`src/rtl/posit_decode_sequencer.sv`:
```
// posit_decode_sequencer: shares one posit field extractor between both operands of an FPU op.
// Ports: clk/rst (async active-high); in_valid/in_ready/in_a/in_b/in_unary/in_tag accept a pair;
// out_valid/out_ready/out_tag/out_unary present it with decoded fields a_*/b_* plus any_inf/any_zero.

// posit_extraction: combinational posit decode into sign, regime k, exponent and mantissa.
// Ports: p in; sign, k (signed RS+1), exp, mant (hidden one at MSB, fraction left-justified), inf, zero out.
module posit_extraction #(
    parameter int N  = 32,
    parameter int ES = 2,
    parameter int RS = $clog2(N)
) (
    input  logic [N-1:0]  p,
    output logic          sign,
    output logic [RS:0]   k,
    output logic [ES-1:0] exp,
    output logic [N-1:0]  mant,
    output logic          inf,
    output logic          zero
);
    logic [N-1:0] absv;
    logic [N-2:0] x;
    logic [RS:0]  run;
    logic         found;
    logic [N-1:0] tail;
    logic [N-2:0] frac;
    logic         special;

    always_comb begin
        absv = p[N-1] ? -p : p;
        // flipping the bits after the regime's first bit turns the regime run into leading zeros
        x = absv[N-2:0] ^ {(N-1){absv[N-2]}};
        run = (RS+1)'(N - 1);
        found = 1'b0;
        for (int i = N - 2; i >= 0; i--) begin
            if (!found && x[i]) begin
                run = (RS+1)'(N - 2 - i);
                found = 1'b1;
            end
        end
        // drop sign, regime run and terminator so the exponent sits at the top
        tail = absv << (run + 2'd2);
        frac = (N-1)'({tail, {ES{1'b0}}} >> 1);
    end

    assign zero    = p == '0;
    assign inf     = p == {1'b1, {(N-1){1'b0}}};
    assign special = zero | inf;
    assign sign    = p[N-1];
    assign k       = special ? '0 : (absv[N-2] ? run - 1'b1 : -run);
    assign exp     = special ? '0 : tail[N-1 -: ES];
    assign mant    = special ? '0 : {1'b1, frac};
endmodule

module posit_decode_sequencer #(
    parameter int N     = 32,
    parameter int ES    = 2,
    parameter int RS    = $clog2(N),
    parameter int TAG_W = 4
) (
    input  logic             clk,
    input  logic             rst,
    input  logic             in_valid,
    output logic             in_ready,
    input  logic [N-1:0]     in_a,
    input  logic [N-1:0]     in_b,
    input  logic             in_unary,
    input  logic [TAG_W-1:0] in_tag,
    output logic             out_valid,
    input  logic             out_ready,
    output logic [TAG_W-1:0] out_tag,
    output logic             out_unary,
    output logic             a_sign,
    output logic [RS:0]      a_k,
    output logic [ES-1:0]    a_exp,
    output logic [N-1:0]     a_mant,
    output logic             a_inf,
    output logic             a_zero,
    output logic             b_sign,
    output logic [RS:0]      b_k,
    output logic [ES-1:0]    b_exp,
    output logic [N-1:0]     b_mant,
    output logic             b_inf,
    output logic             b_zero,
    output logic             any_inf,
    output logic             any_zero
);
    typedef enum logic [1:0] {IDLE, DEC_A, DEC_B, HOLD} state_t;

    state_t           state, state_nxt;
    logic [N-1:0]     held_a, held_b;
    logic             held_unary;
    logic [TAG_W-1:0] held_tag;
    logic             accept;
    logic             e_sign, e_inf, e_zero;
    logic [RS:0]      e_k;
    logic [ES-1:0]    e_exp;
    logic [N-1:0]     e_mant;

    assign in_ready  = state == IDLE || (state == HOLD && out_ready);
    assign out_valid = state == HOLD;
    assign accept    = in_valid & in_ready;
    assign out_tag   = held_tag;
    assign out_unary = held_unary;

    posit_extraction #(.N(N), .ES(ES), .RS(RS)) u_ext (
        .p    (state == DEC_B ? held_b : held_a),
        .sign (e_sign),
        .k    (e_k),
        .exp  (e_exp),
        .mant (e_mant),
        .inf  (e_inf),
        .zero (e_zero)
    );

    always_ff @(posedge clk or posedge rst) begin
        if (rst) state <= IDLE;
        else     state <= state_nxt;
    end

    always_comb begin
        state_nxt = state;
        case (state)
            IDLE:    if (in_valid) state_nxt = DEC_A;
            DEC_A:   state_nxt = held_unary ? HOLD : DEC_B;
            DEC_B:   state_nxt = HOLD;
            HOLD:    if (out_ready) state_nxt = in_valid ? DEC_A : IDLE;
            default: state_nxt = IDLE;
        endcase
    end

    always_ff @(posedge clk or posedge rst) begin
        if (rst) begin
            held_a     <= '0;
            held_b     <= '0;
            held_unary <= 1'b0;
            held_tag   <= '0;
            a_sign     <= 1'b0;
            a_k        <= '0;
            a_exp      <= '0;
            a_mant     <= '0;
            a_inf      <= 1'b0;
            a_zero     <= 1'b0;
            b_sign     <= 1'b0;
            b_k        <= '0;
            b_exp      <= '0;
            b_mant     <= '0;
            b_inf      <= 1'b0;
            b_zero     <= 1'b0;
            any_inf    <= 1'b0;
            any_zero   <= 1'b0;
        end else begin
            if (accept) begin
                held_a     <= in_a;
                held_b     <= in_b;
                held_unary <= in_unary;
                held_tag   <= in_tag;
            end
            if (state == DEC_A) begin
                a_sign <= e_sign;
                a_k    <= e_k;
                a_exp  <= e_exp;
                a_mant <= e_mant;
                a_inf  <= e_inf;
                a_zero <= e_zero;
                if (held_unary) begin
                    b_sign <= 1'b0;
                    b_k    <= '0;
                    b_exp  <= '0;
                    b_mant <= '0;
                    b_inf  <= 1'b0;
                    b_zero <= 1'b0;
                end
                // keep the summary flags consistent with whatever b_* will hold next cycle
                any_inf  <= e_inf | (~held_unary & b_inf);
                any_zero <= e_zero | (~held_unary & b_zero);
            end
            if (state == DEC_B) begin
                b_sign   <= e_sign;
                b_k      <= e_k;
                b_exp    <= e_exp;
                b_mant   <= e_mant;
                b_inf    <= e_inf;
                b_zero   <= e_zero;
                any_inf  <= a_inf | e_inf;
                any_zero <= a_zero | e_zero;
            end
        end
    end
endmodule

```
`config.mk`:
```
export PLATFORM = sky130hd
export DESIGN_NAME = posit_decode_sequencer
export DESIGN_NICKNAME = d
export VERILOG_FILES = /design/src/rtl/posit_decode_sequencer.sv
export SDC_FILE = /design/constraint.sdc
export NUM_CORES = 1
export LEC_CHECK = 0
export ABC_AREA = 1
export CAP_MARGIN = 20
export CORE_MARGIN = 10
export CORE_UTILIZATION = 45
export CTS_BUF_LIST = sky130_fd_sc_hd__clkbuf_4 sky130_fd_sc_hd__clkbuf_8
export DETAILED_ROUTE_END_ITERATION = 12
export PLACE_DENSITY = 0.71
export RECOVER_POWER = 50
export SLEW_MARGIN = 20
export SYNTH_ARGS = -nofsm -noshare
export SYNTH_HDL_FRONTEND = slang
export SYNTH_SLANG_ARGS = --single-unit
export TNS_END_PERCENT = 5
```
`constraint.sdc`:
```
create_clock -name clk -period 7 [get_ports clk]
set_input_delay 1.75 -clock clk [delete_from_list [all_inputs] [get_ports clk]]
set_output_delay 1.75 -clock clk [all_outputs]
set_load 0.005 [all_outputs]
```
==> impl_metrics.py <==
metrics = {
    "outcome": {
        "status": "complete, but fails checks",
        "violations": "max-capacitance violations, max-slew violations",
    },
    "sta": {
        "setup_tns_ns": 0,
        "fmax_mhz": 157,
        "worst_slack_ns": 0.632,
        "worst_slew_pin_slew_ns": 3.22,
        "clock-skew-final_ns": 0.0161,
        "hold_viol": 0,
        "finalCritPeriodShare": 0.910,
        "relSlewSlack": -1.14,
        "rsz0062_at_grt": "false",
        "slew_viol_final": 257,
        "min_period_ns": 6.37,
        "finalSetupViolations": 0,
    },
    "synthesis": {
        "synthCells": 1449,
        "synth-seq-area-share": 0.369,
        "synth_seq_cells": 157,
        "yosys.area.top_type": "dfrtp_1",
        "synth.area.top_cells": "dfrtp_1 (37%), nand2_1 (15%), nand3_1 (12%), mux2_2 (4.7%), xor2_1 (4.1%)",
        "netlist_area_mm2": 0.0106,
        "yosysMostFrequentCell": "nand2_1",
        "syn_area_per_cell_um2": 7.34,
        "synth_top_flop_cell": "dfrtp_1",
        "synth_top_area_frac": 0.369,
        "async_flop_share": 1.00,
        "synth_compound_area_frac": 0.0671,
        "synth_top_family_by_area": "simple AND/OR/NAND/NOR gates",
        "synth_fa_ha_area_frac": 0.0106,
        "synth_common_cells": "nand2_1 (425), nand3_1 (250), dfrtp_1 (157)",
        "synthXorXnorAreaFrac": 0.0475,
        "ys_types": 50,
        "synth_edf_count": 0,
        "synthSimpleGateAreaFrac": 0.373,
        "synthMuxAreaShare": 0.0466,
        "yosys_warnings": 0,
    },
    "finish": {
        "final_core_util": 0.552,
        "area_delta_synth_final_pct": 21.1,
        "drive_above_1_share": 0.113,
        "diodes": 0,
        "finalNonFillerCells": 1907,
        "fin_nets": 1658,
    },
    "setup_path": {
        "crit_start": "state[0]$_DFFE_PP0P_",
        "endpoint_kind": "flop",
        "start_kind": "flop",
        "required_ns": 7.40,
        "crit_top_cell": "nand4_2",
        "crit_family": "simple AND/OR/NAND/NOR gates",
        "path_class": "reg -> reg",
        "critPathBufInv": 5,
        "reg2reg_from": "state[0]$_DFFE_PP0P_",
        "reg2reg_to": "a_mant[18]$_DFFE_PP0N_",
        "crit_path_max_fanout": 34,
        "cp.arrival_ns": 6.77,
        "cp_slowest_cell": "xor2_1",
        "rr_worst_depth": 34,
        "rrSetupSlack_ns": 0.63,
        "cpPeakStageDelay_ns": 0.42,
    },
    "die": {
        "ios": 168,
        "fp.dieArea_mm2": 0.0302,
        "die_y_um": 174,
        "die_x_um": 174,
        "start_util": 0.456,
        "core_mm2": 0.0233,
        "rows": 56,
    },
    "cts": {
        "insertion_delay_ns": 0.48,
        "hold_buffers": 0,
        "postCtsSetupRepairBufs": 0,
        "cts_root_buf": "clkbuf_8",
        "path_clk_slew_ns": 0.09,
        "cts_buffers": 17,
        "tritoncts": "done",
        "cts_max_level": 4,
        "clkSinkCount": 157,
        "clock_path_buffers": 2,
    },
    "drt": {
        "drc": 0,
        "dr.pass1.iters": 8,
        "wl_per_cell_um": 16.5,
        "final_antenna_net_count": 0,
        "vias": 10213,
        "drt-initial-drc-count": 872,
        "vias_per_cell": 5.36,
        "wirelength_um": 31400,
    },
    "grt": {
        "grtUsageTotal": 0.204,
        "grt_pass1_wl_um": 51300,
        "overflow": 0,
        "grt_start_max_net_pins": 95,
        "first_global_vias": 9960,
        "antenna_found_initial": 0,
    },
    "placement": {
        "dp.final_hpwl_um": 23900,
        "dp_cells": 1875,
        "gp_congestion": 0.970,
        "io_buffers": 165,
        "preCtsSetupSlack_ns": 0.441,
    },
    "run": {
        "maxCapViolCount": 4,
    },
    "min_path": {
        "hold-path-cell-count": 2,
        "hold-path-endpoint": "b_k[3]$_DFFE_PP0P_",
        "min_path_type": "reg -> reg",
        "hold_path.startpoint": "b_k[3]$_DFFE_PP0P_",
    },
}
## cell families (layout without fill, tap and decap cells)
logic type / after synthesis / after routing
xor+xnor: 56 / 56
buf+inv: 201 / 338
flops: 157 / 157
other cells: 1 / 2
mux: 44 / 44
simple gates: 856 / 857
compound gates: 125 / 125
fa+ha+maj: 9 / 9
## layer usage
| metal | track usage | share of wire |
|---|---|---|
| met5 | 0 | 0 |
| met2 | 0.340 | 0.48 |
| met1 | 0.259 | 0.44 |
| met3 | 0.0473 | 0.069 |
| met4 | 0.0559 | 0.014 |
## worst reg2reg max path: cells and delay by family (launching register included)
family / cells / cell delay (ns)
adder cells (fa/ha/maj): 3 / 0.76
flip-flops: 1 / 0.41
buffers and inverters: 5 / 1.05
AO/OA/AOI/OAI: 2 / 0.35
XOR/XNOR: 2 / 0.66
AND/OR/NAND/NOR: 22 / 3.07
## layout by cell type, fill, tap and decap left out, types with 3 or more instances in the layout
cell / instances
nand2_1: 425
nand3_1: 250
dfrtp_1: 157
clkdlybuf4s50_1: 137
inv_1: 108
nor2_1: 79
xor2_1: 50
mux2_2: 44
a21oi_1: 38
o21ai_0: 33
o21ai_1: 28
dlygate4sd3_1: 28
nand2_2: 20
nand4_1: 20
nand3_2: 17
clkbuf_8: 17
buf_4: 12
nor2_2: 10
inv_2: 10
nand4_2: 8
ha_1: 8
inv_6: 6
nor3_1: 6
o31ai_1: 6
nor2_4: 5
a22o_1: 5
nand3b_1: 4
xnor2_1: 4
or2_1: 3
a221oi_1: 3
clkinv_4: 3
bufinv_16: 3
## layout make-up
| type | instances | area [um2] |
|---|---|---|
| clock buffers | 17 | 234 |
| clock inverters | 14 | 199 |
| fillers | 2193 | 10400 |
| inverters | 124 | 479 |
| multi-input cells | 1093 | 5830 |
| flip-flops and latches | 157 | 3930 |
| well taps | 319 | 399 |
| repair buffers | 183 | 1810 |
## through the flow
stage          instance area, um2  hold WS [ns]
3_5_place_dp                12400         0.465
6_report                    12900         0.482
2_1_floorplan               10600         0.471
5_1_grt                     12900         0.509
4_1_cts                     12900         0.496
3_3_place_gp                12400         0.466
## how the worst max path moves through the flow
stage                             end  depth (start not counted)  slack, ns
2_1_floorplan    a_exp[0]$_DFFE_PP0N_                          1       1.02
3_5_place_dp   a_mant[26]$_DFFE_PP0N_                         38       0.44
3_3_place_gp   a_mant[26]$_DFFE_PP0N_                         37       0.51
6_report       a_mant[18]$_DFFE_PP0N_                         34       0.63
5_1_grt        a_mant[24]$_DFFE_PP0N_                         36       0.05
4_1_cts        a_mant[26]$_DFFE_PP0N_                         37       0.39
## sequential cells by signal (all words and copies together) (netlist names), 2 cells and up
signal and flops:
state 2, a_mant 31, b_exp 2, a_exp 2, a_k 6, out_tag 4, held_a 32, held_b 32
b_mant 31, b_k 6
## repair_timing
| action | 4_1_cts | 5_1_grt |
|---|---|---|
| setup endpoints to repair | 0 | 64 |
| resized for setup | 0 | 11 |
| hold endpoints to repair | 0 | 0 |
Power is not shown: default switching activity piles up to over one toggle a cycle in this logic, so the estimate is an artifact.
